<file path="src/rtl/fpga_config_loader.sv">
// -----------------------------------------------------------------------------
// fpga_config_loader
//
// Configuration controller for the 2x2-CLB fabric. The bitstream arrives as
// DATA_W-bit words over a valid/ready stream, MSB-first. An XOR checksum word
// follows the image words. All fabric config vectors are updated together in
// one clock edge, and only after the checksum has matched. The fabric is held
// in reset while a load is in progress and after a failed load.
//
// Ports
//   clk                   rising-edge clock
//   reset                 synchronous, active-high reset
//   cfg_start             pulse: begin or restart a load
//   cfg_data [DATA_W]     bitstream word
//   cfg_valid             cfg_data is valid
//   cfg_ready             loader accepts a word this cycle (decoded from state)
//   BLE_dff_select [9]    committed config
//   IO_sel [4]            committed config
//   LUT_in [144]          committed config
//   SB_in [240]           committed config
//   CB_in [420]           committed config
//   sel_direction_BLEout [36]  committed config
//   sel_direction [18]    committed config
//   fabric_reset          reset to the fabric, high while not configured
//   cfg_done              last load committed OK (level)
//   cfg_err               last load failed its checksum (level)
//   busy                  loader is not idle
// -----------------------------------------------------------------------------
module fpga_config_loader #(
    parameter int DATA_W = 16,
    parameter int CFG_W  = 871
) (
    input  logic              clk,
    input  logic              reset,
    input  logic              cfg_start,
    input  logic [DATA_W-1:0] cfg_data,
    input  logic              cfg_valid,
    output logic              cfg_ready,
    output logic [8:0]        BLE_dff_select,
    output logic [3:0]        IO_sel,
    output logic [143:0]      LUT_in,
    output logic [239:0]      SB_in,
    output logic [419:0]      CB_in,
    output logic [35:0]       sel_direction_BLEout,
    output logic [17:0]       sel_direction,
    output logic              fabric_reset,
    output logic              cfg_done,
    output logic              cfg_err,
    output logic              busy
);

    localparam int NWORDS = (CFG_W + DATA_W - 1) / DATA_W;
    localparam int CNT_W  = $clog2(NWORDS + 1);
    localparam logic [CNT_W-1:0] LAST_CNT = CNT_W'(NWORDS - 1);

    // Bit offsets of each field inside the packed image (LSB field first).
    localparam int SD_LO   = 0;
    localparam int SDB_LO  = SD_LO + 18;
    localparam int CB_LO   = SDB_LO + 36;
    localparam int SB_LO   = CB_LO + 420;
    localparam int LUT_LO  = SB_LO + 240;
    localparam int IO_LO   = LUT_LO + 144;
    localparam int BLE_LO  = IO_LO + 4;

    localparam logic [2:0] ST_IDLE   = 3'd0;
    localparam logic [2:0] ST_LOAD   = 3'd1;
    localparam logic [2:0] ST_CHECK  = 3'd2;
    localparam logic [2:0] ST_COMMIT = 3'd3;
    localparam logic [2:0] ST_ERROR  = 3'd4;

    logic [2:0]        state_r;
    logic [CNT_W-1:0]  cnt_r;
    logic [DATA_W-1:0] acc_r;
    // Only the low CFG_W bits of the shifted stream are kept, so the pad bits
    // carried on top of word 0 fall off the end by the time loading finishes.
    logic [CFG_W-1:0]  shadow_r;
    logic              accept_s;

    // Running XOR checksum step.
    function automatic logic [DATA_W-1:0] xor_fold(input logic [DATA_W-1:0] acc,
                                                   input logic [DATA_W-1:0] word);
        return acc ^ word;
    endfunction

    // Ready and busy are pure decodes of the registered state.
    always_comb begin
        cfg_ready = 1'b0;
        case (state_r)
            ST_LOAD, ST_CHECK: cfg_ready = 1'b1;
            default:           cfg_ready = 1'b0;
        endcase
    end

    assign busy     = (state_r != ST_IDLE);
    assign accept_s = cfg_valid & cfg_ready;

    // Loader FSM, shadow image, checksum and committed outputs.
    always_ff @(posedge clk) begin
        if (reset) begin
            state_r              <= ST_IDLE;
            cnt_r                <= '0;
            acc_r                <= '0;
            shadow_r             <= '0;
            BLE_dff_select       <= 9'd0;
            IO_sel               <= 4'd0;
            LUT_in               <= 144'd0;
            SB_in                <= 240'd0;
            CB_in                <= 420'd0;
            sel_direction_BLEout <= 36'd0;
            sel_direction        <= 18'd0;
            fabric_reset         <= 1'b1;
            cfg_done             <= 1'b0;
            cfg_err              <= 1'b0;
        end else begin
            case (state_r)
                ST_IDLE, ST_LOAD, ST_CHECK: begin
                    if (cfg_start) begin
                        // Start or restart: any word presented alongside is dropped.
                        state_r      <= ST_LOAD;
                        cnt_r        <= '0;
                        acc_r        <= '0;
                        shadow_r     <= '0;
                        cfg_done     <= 1'b0;
                        cfg_err      <= 1'b0;
                        fabric_reset <= 1'b1;
                    end else if (accept_s && (state_r == ST_LOAD)) begin
                        shadow_r <= {shadow_r[CFG_W-DATA_W-1:0], cfg_data};
                        acc_r    <= xor_fold(acc_r, cfg_data);
                        cnt_r    <= cnt_r + {{(CNT_W-1){1'b0}}, 1'b1};
                        if (cnt_r == LAST_CNT) begin
                            state_r <= ST_CHECK;
                        end else begin
                            state_r <= ST_LOAD;
                        end
                    end else if (accept_s && (state_r == ST_CHECK)) begin
                        if (cfg_data == acc_r) begin
                            state_r <= ST_COMMIT;
                        end else begin
                            state_r <= ST_ERROR;
                        end
                    end else begin
                        state_r <= state_r;
                    end
                end
                ST_COMMIT: begin
                    // Every field and the fabric reset release share this edge.
                    BLE_dff_select       <= shadow_r[BLE_LO +: 9];
                    IO_sel               <= shadow_r[IO_LO +: 4];
                    LUT_in               <= shadow_r[LUT_LO +: 144];
                    SB_in                <= shadow_r[SB_LO +: 240];
                    CB_in                <= shadow_r[CB_LO +: 420];
                    sel_direction_BLEout <= shadow_r[SDB_LO +: 36];
                    sel_direction        <= shadow_r[SD_LO +: 18];
                    cfg_done             <= 1'b1;
                    fabric_reset         <= 1'b0;
                    state_r              <= ST_IDLE;
                end
                ST_ERROR: begin
                    cfg_err <= 1'b1;
                    state_r <= ST_IDLE;
                end
                default: begin
                    state_r <= ST_IDLE;
                end
            endcase
        end
    end

endmodule
</file>
<file path="config.mk">
export PLATFORM = sky130hd
export DESIGN_NAME = fpga_config_loader
export DESIGN_NICKNAME = d
export VERILOG_FILES = /design/src/rtl/fpga_config_loader.sv
export SDC_FILE = /design/constraint.sdc
export NUM_CORES = 2
export LEC_CHECK = 0
export CORE_MARGIN = 8
export CORE_UTILIZATION = 35
export CTS_BUF_LIST = sky130_fd_sc_hd__clkbuf_4
export CTS_CLUSTER_SIZE = 24
export DETAILED_ROUTE_END_ITERATION = 6
export GPL_TIMING_DRIVEN = 0
export PLACE_DENSITY = 0.63
export SKIP_LAST_GASP = 1
export SYNTH_ARGS = -nofsm -noshare
export SYNTH_HDL_FRONTEND = slang
export SYNTH_SLANG_ARGS = --single-unit
</file>
<file path="constraint.sdc">
create_clock -name clk -period 1.88 [get_ports clk]
set_input_delay 0.282 -clock clk [delete_from_list [all_inputs] [get_ports clk]]
set_output_delay 0.282 -clock clk [all_outputs]
set_load 0.02 [all_outputs]
</file>
==> insert_results.sql <==
INSERT INTO impl_metrics (metric_group, metric, value, unit) VALUES
('cts', 'clock_tree.htree_level_count', '5', ''),
('worst_setup_path', 'worstPathBufferInverterCount', '2', ''),
('worst_setup_path', 'path_cells', 'buf_6 > xor2_4 > and2_4 > buf_8', ''),
('power', 'vdd_drop_max', '566', 'uV'),
('cts', 'cts_root_buf', 'sky130_fd_sc_hd__clkbuf_4', ''),
('timing', 'finalSetupViolCount', '1778', ''),
('drt', 'dr_total_vias', '60400', ''),
('timing', 'max_slew_margin', '38.3', '%'),
('timing', 'worstMarginPinSlew', '0.926', 'ns'),
('timing', 'layout_setup_ws', '-0.638', 'ns'),
('drt', 'post_drt_via_cell_ratio', '5.06', ''),
('power', 'power-per-cell-area', '882', 'nW/um2'),
('power', 'power.internal', '55.1', 'mW'),
('logic_synthesis', 'syn_area', '62800', 'um2'),
('power', 'p_leak', '30.3', 'nW'),
('global_routing', 'grt_pass1_vias', '58700', ''),
('timing', 'finClkSkew', '0.132', 'ns'),
('worst_setup_path', 'critPathArrivalTime', '2.24', 'ns'),
('timing', 'post-route-min-period', '2.52', 'ns'),
('cts', 'tritoncts.num_buffers', '462', ''),
('placed_design', 'dp_slack', '-0.960', 'ns'),
('power', 'clock_power_share', '44.7', '%'),
('logic_synthesis', 'yosys.cell_types.count', '37', ''),
('worst_setup_path', 'worst_ep_required_time', '1.60', 'ns'),
('cts', 'clock_tree_from_tritoncts', 'built', ''),
('floorplanning', 'core_area', '178000', 'um2'),
('timing', 'finalHoldViolations', '0', ''),
('logic_synthesis', 'number_of_enable_flip_flop_cells_after_synthesis', '0', ''),
('drt', 'remaining_drcs', '2', ''),
('global_routing', 'gr-total-overflow', '0', ''),
('floorplanning', 'io_pins', '896', ''),
('power', 'power_switching_share', '24.5', '%'),
('cts', 'clk_pin_slew', '0.07', 'ns'),
('worst_setup_path', 'worst-setup-path-type', 'flip-flop to primary output', ''),
('worst_setup_path', 'worst_path_largest_cell_delay', '0.32', 'ns'),
('cts', 'worstSkewPairLatency', '1.40', 'ns'),
('timing', 'grt_setup_unrepaired', 'true', ''),
('global_routing', 'pin_count_of_the_biggest_net_entering_global_routing', '18', ''),
('finish', 'flow.area_growth_from_synthesis', '31.9', '%'),
('logic_synthesis', 'post_synth_main_area_contributors', 'sky130_fd_sc_hd__dfxtp_1 (56%), sky130_fd_sc_hd__nand2_1 (16%), sky130_fd_sc_hd__a21oi_1 (14%), sky130_fd_sc_hd__nand3_1 (6.9%), sky130_fd_sc_hd__clkbuf_1 (2.0%)', ''),
('logic_synthesis', 'post-synth-top-count-cell', 'sky130_fd_sc_hd__nand2_1', ''),
('floorplanning', 'floorplan.die.height', '439', 'um'),
('placed_design', 'place.gp.congestion', '0.959', ''),
('placed_design', 'dp_hpwl', '186000', 'um'),
('timing', 'timing_max_transition_violations_final', '0', ''),
('run_status', 'status', 'complete, but fails checks', ''),
('logic_synthesis', 'synthCells', '7816', ''),
('floorplanning', 'row_count', '155', ''),
('logic_synthesis', 'share_of_synthesized_registers_carrying_an_async_set_or_reset', '0', '%'),
('logic_synthesis', 'synth.net_count', '7838', ''),
('finish', 'finalNetCount', '9304', ''),
('drt', 'totalWireLength', '244000', 'um'),
('drt', 'post_route_ant_nets', '0', ''),
('power', 'power_switching', '17.9', 'mW'),
('flow_run', 'maxCapViolations', '0', ''),
('logic_synthesis', 'synth_commonest_cells', 'sky130_fd_sc_hd__nand2_1 (2605), sky130_fd_sc_hd__dfxtp_1 (1770), sky130_fd_sc_hd__a21oi_1 (1746), sky130_fd_sc_hd__nand3_1 (860), sky130_fd_sc_hd__clkbuf_1 (333)', ''),
('placed_design', 'numPortBuffers', '893', ''),
('global_routing', 'grt_pass1_wl', '359000', 'um'),
('worst_setup_path', 'critPathCaptureType', 'primary output', ''),
('drt', 'wl_per_cell', '20.4', 'um'),
('finish', 'final_layout_size_suffix_gt1_share', '23.5', '%'),
('global_routing', 'groute.usage.overall', '23.9', '%'),
('worst_setup_path', 'crit_fanout', '4', ''),
('drt', 'dr.pass1.iters', '7', ''),
('floorplanning', 'die-width', '439', 'um'),
('logic_synthesis', 'syn-mean-instance-area', '8.03', 'um2'),
('power', 'pwr-share-seq', '51.2', '%'),
('run_status', 'violations_in_the_final_reports', 'design-rule violations, negative setup slack', ''),
('logic_synthesis', 'synth_top_area_share', '56.5', '%'),
('floorplanning', 'fp.dieArea', '193000', 'um2'),
('power', 'comb_power_share', '4.1', '%');
-- routing by layer --
layer | GRT usage (%) | routed length (um)
met1 | 27.9 | 95400
met2 | 40.5 | 116000
met3 | 5.19 | 17300
met4 | 14.1 | 15000
met5 | 0 | 0
-- kinds of logic after synthesis --
| group | synth area share, % |
|---|---|
| fa+ha+maj | 0.0399 |
| xor+xnor | 0.293 |
| simple gates | 23.1 |
| flops | 56.5 |
| mux | 0.0159 |
| buf+inv | 5.70 |
| compound gates | 14.4 |
-- final cells by class --
| class | instances | area [um2] | share of cell area (%) |
|---|---|---|---|
| diodes | 16 | 40.0 | 0.0484 |
| inverters | 5 | 18.8 | 0.0227 |
| clock inverters | 91 | 547 | 0.660 |
| clock buffers | 667 | 5010 | 6.05 |
| well taps | 2355 | 2950 | 3.56 |
| repair buffers | 1005 | 10300 | 12.4 |
| plain buffers | 682 | 3810 | 4.60 |
| flip-flops and latches | 1770 | 36300 | 43.9 |
| multi-input cells | 5356 | 23800 | 28.8 |
-- flip-flops by register name, indices dropped and copies added, names as in the netlist, 3 cells and up --
name	count
sel_direction	18
IO_sel	4
LUT_in	144
BLE_dff_select	9
acc_r	16
SB_in	240
cnt_r	6
CB_in	420
state_r	3
shadow_r	871
sel_direction_BLEout	36
-- path summary, 6_finish.rpt --
check | from | to | slack (ns) | cells after the start
setup / recovery | state_r[1] | cfg_ready | -0.64 | 4
hold / removal | reset | shadow_r[324] | 0.31 | 4
setup reg to reg | state_r[1] | shadow_r[478] | -0.20 | 10
hold reg to reg | shadow_r[160] | CB_in[106] | 0.39 | 2
-- power groups by stage --
stage,clock (mW),combinational (mW),sequential (mW)
global placement,0,2.77,38.4
finish,32.6,3.02,37.4
detailed placement,0,2.82,38.4
global route,35.4,3.27,37.4
CTS,33.4,2.93,37.4
floorplan,0,1.97,38.4
-- worst register-to-register path: stages (launching register included) --
cell and delay [ns]:
sky130_fd_sc_hd__dfxtp_2 0.31, sky130_fd_sc_hd__buf_6 0.12, sky130_fd_sc_hd__buf_4 0.14, sky130_fd_sc_hd__buf_4 0.14, sky130_fd_sc_hd__a21o_2 0.29, sky130_fd_sc_hd__nor2_8 0.16
sky130_fd_sc_hd__buf_12 0.18, sky130_fd_sc_hd__buf_6 0.22, sky130_fd_sc_hd__buf_6 0.16, sky130_fd_sc_hd__nand3_1 0.11, sky130_fd_sc_hd__a21oi_1 0.18
-- through the flow --
| stage | instance area (um2) | cells | hold WS, ns | power, mW | TNS (ns) |
|---|---|---|---|---|---|
| after detailed placement | 74700 | 11100 | 0.446 | 41.2 | -1239.42 |
| after CTS | 82400 | 11900 | 0.0583 | 73.7 | -1497.19 |
| after global placement | 74600 | 11100 | 0.441 | 41.1 | -2279.83 |
| final | 82800 | 11900 | 0.312 | 73.0 | -348.89 |
| after global routing | 82800 | 11900 | 0.159 | 76.0 | -616.47 |
| after floorplan | 62800 | 7816 | 0.430 | 40.3 | 0 |
-- placed cells by master, fill, tap and decap left out, types with 17 or more instances in the layout --
cell type                         count
sky130_fd_sc_hd__buf_2              202
sky130_fd_sc_hd__buf_6              588
sky130_fd_sc_hd__dfxtp_4             83
sky130_fd_sc_hd__o21ai_0             18
sky130_fd_sc_hd__nand3_1            860
sky130_fd_sc_hd__buf_4              142
sky130_fd_sc_hd__clkbuf_4           690
sky130_fd_sc_hd__dlygate4sd2_1      337
sky130_fd_sc_hd__a21oi_1           1737
sky130_fd_sc_hd__nand2_1           2605
sky130_fd_sc_hd__dlygate4sd3_1       20
sky130_fd_sc_hd__nor2_1              39
sky130_fd_sc_hd__clkinv_1            68
sky130_fd_sc_hd__buf_8               23
sky130_fd_sc_hd__clkdlybuf4s50_1     17
sky130_fd_sc_hd__clkbuf_1           305
sky130_fd_sc_hd__dfxtp_2            455
sky130_fd_sc_hd__dfxtp_1           1232
-- repair_timing --
action	4_1_cts	5_1_grt
gates resized for setup	4473	205
buffers inserted	83	8
setup endpoints to repair	2629	2638
hold buffers	20	0
endpoints found under the hold margin	895	0
pin swaps	1	4
No activity file was read; power rests on OpenSTA's default activity.
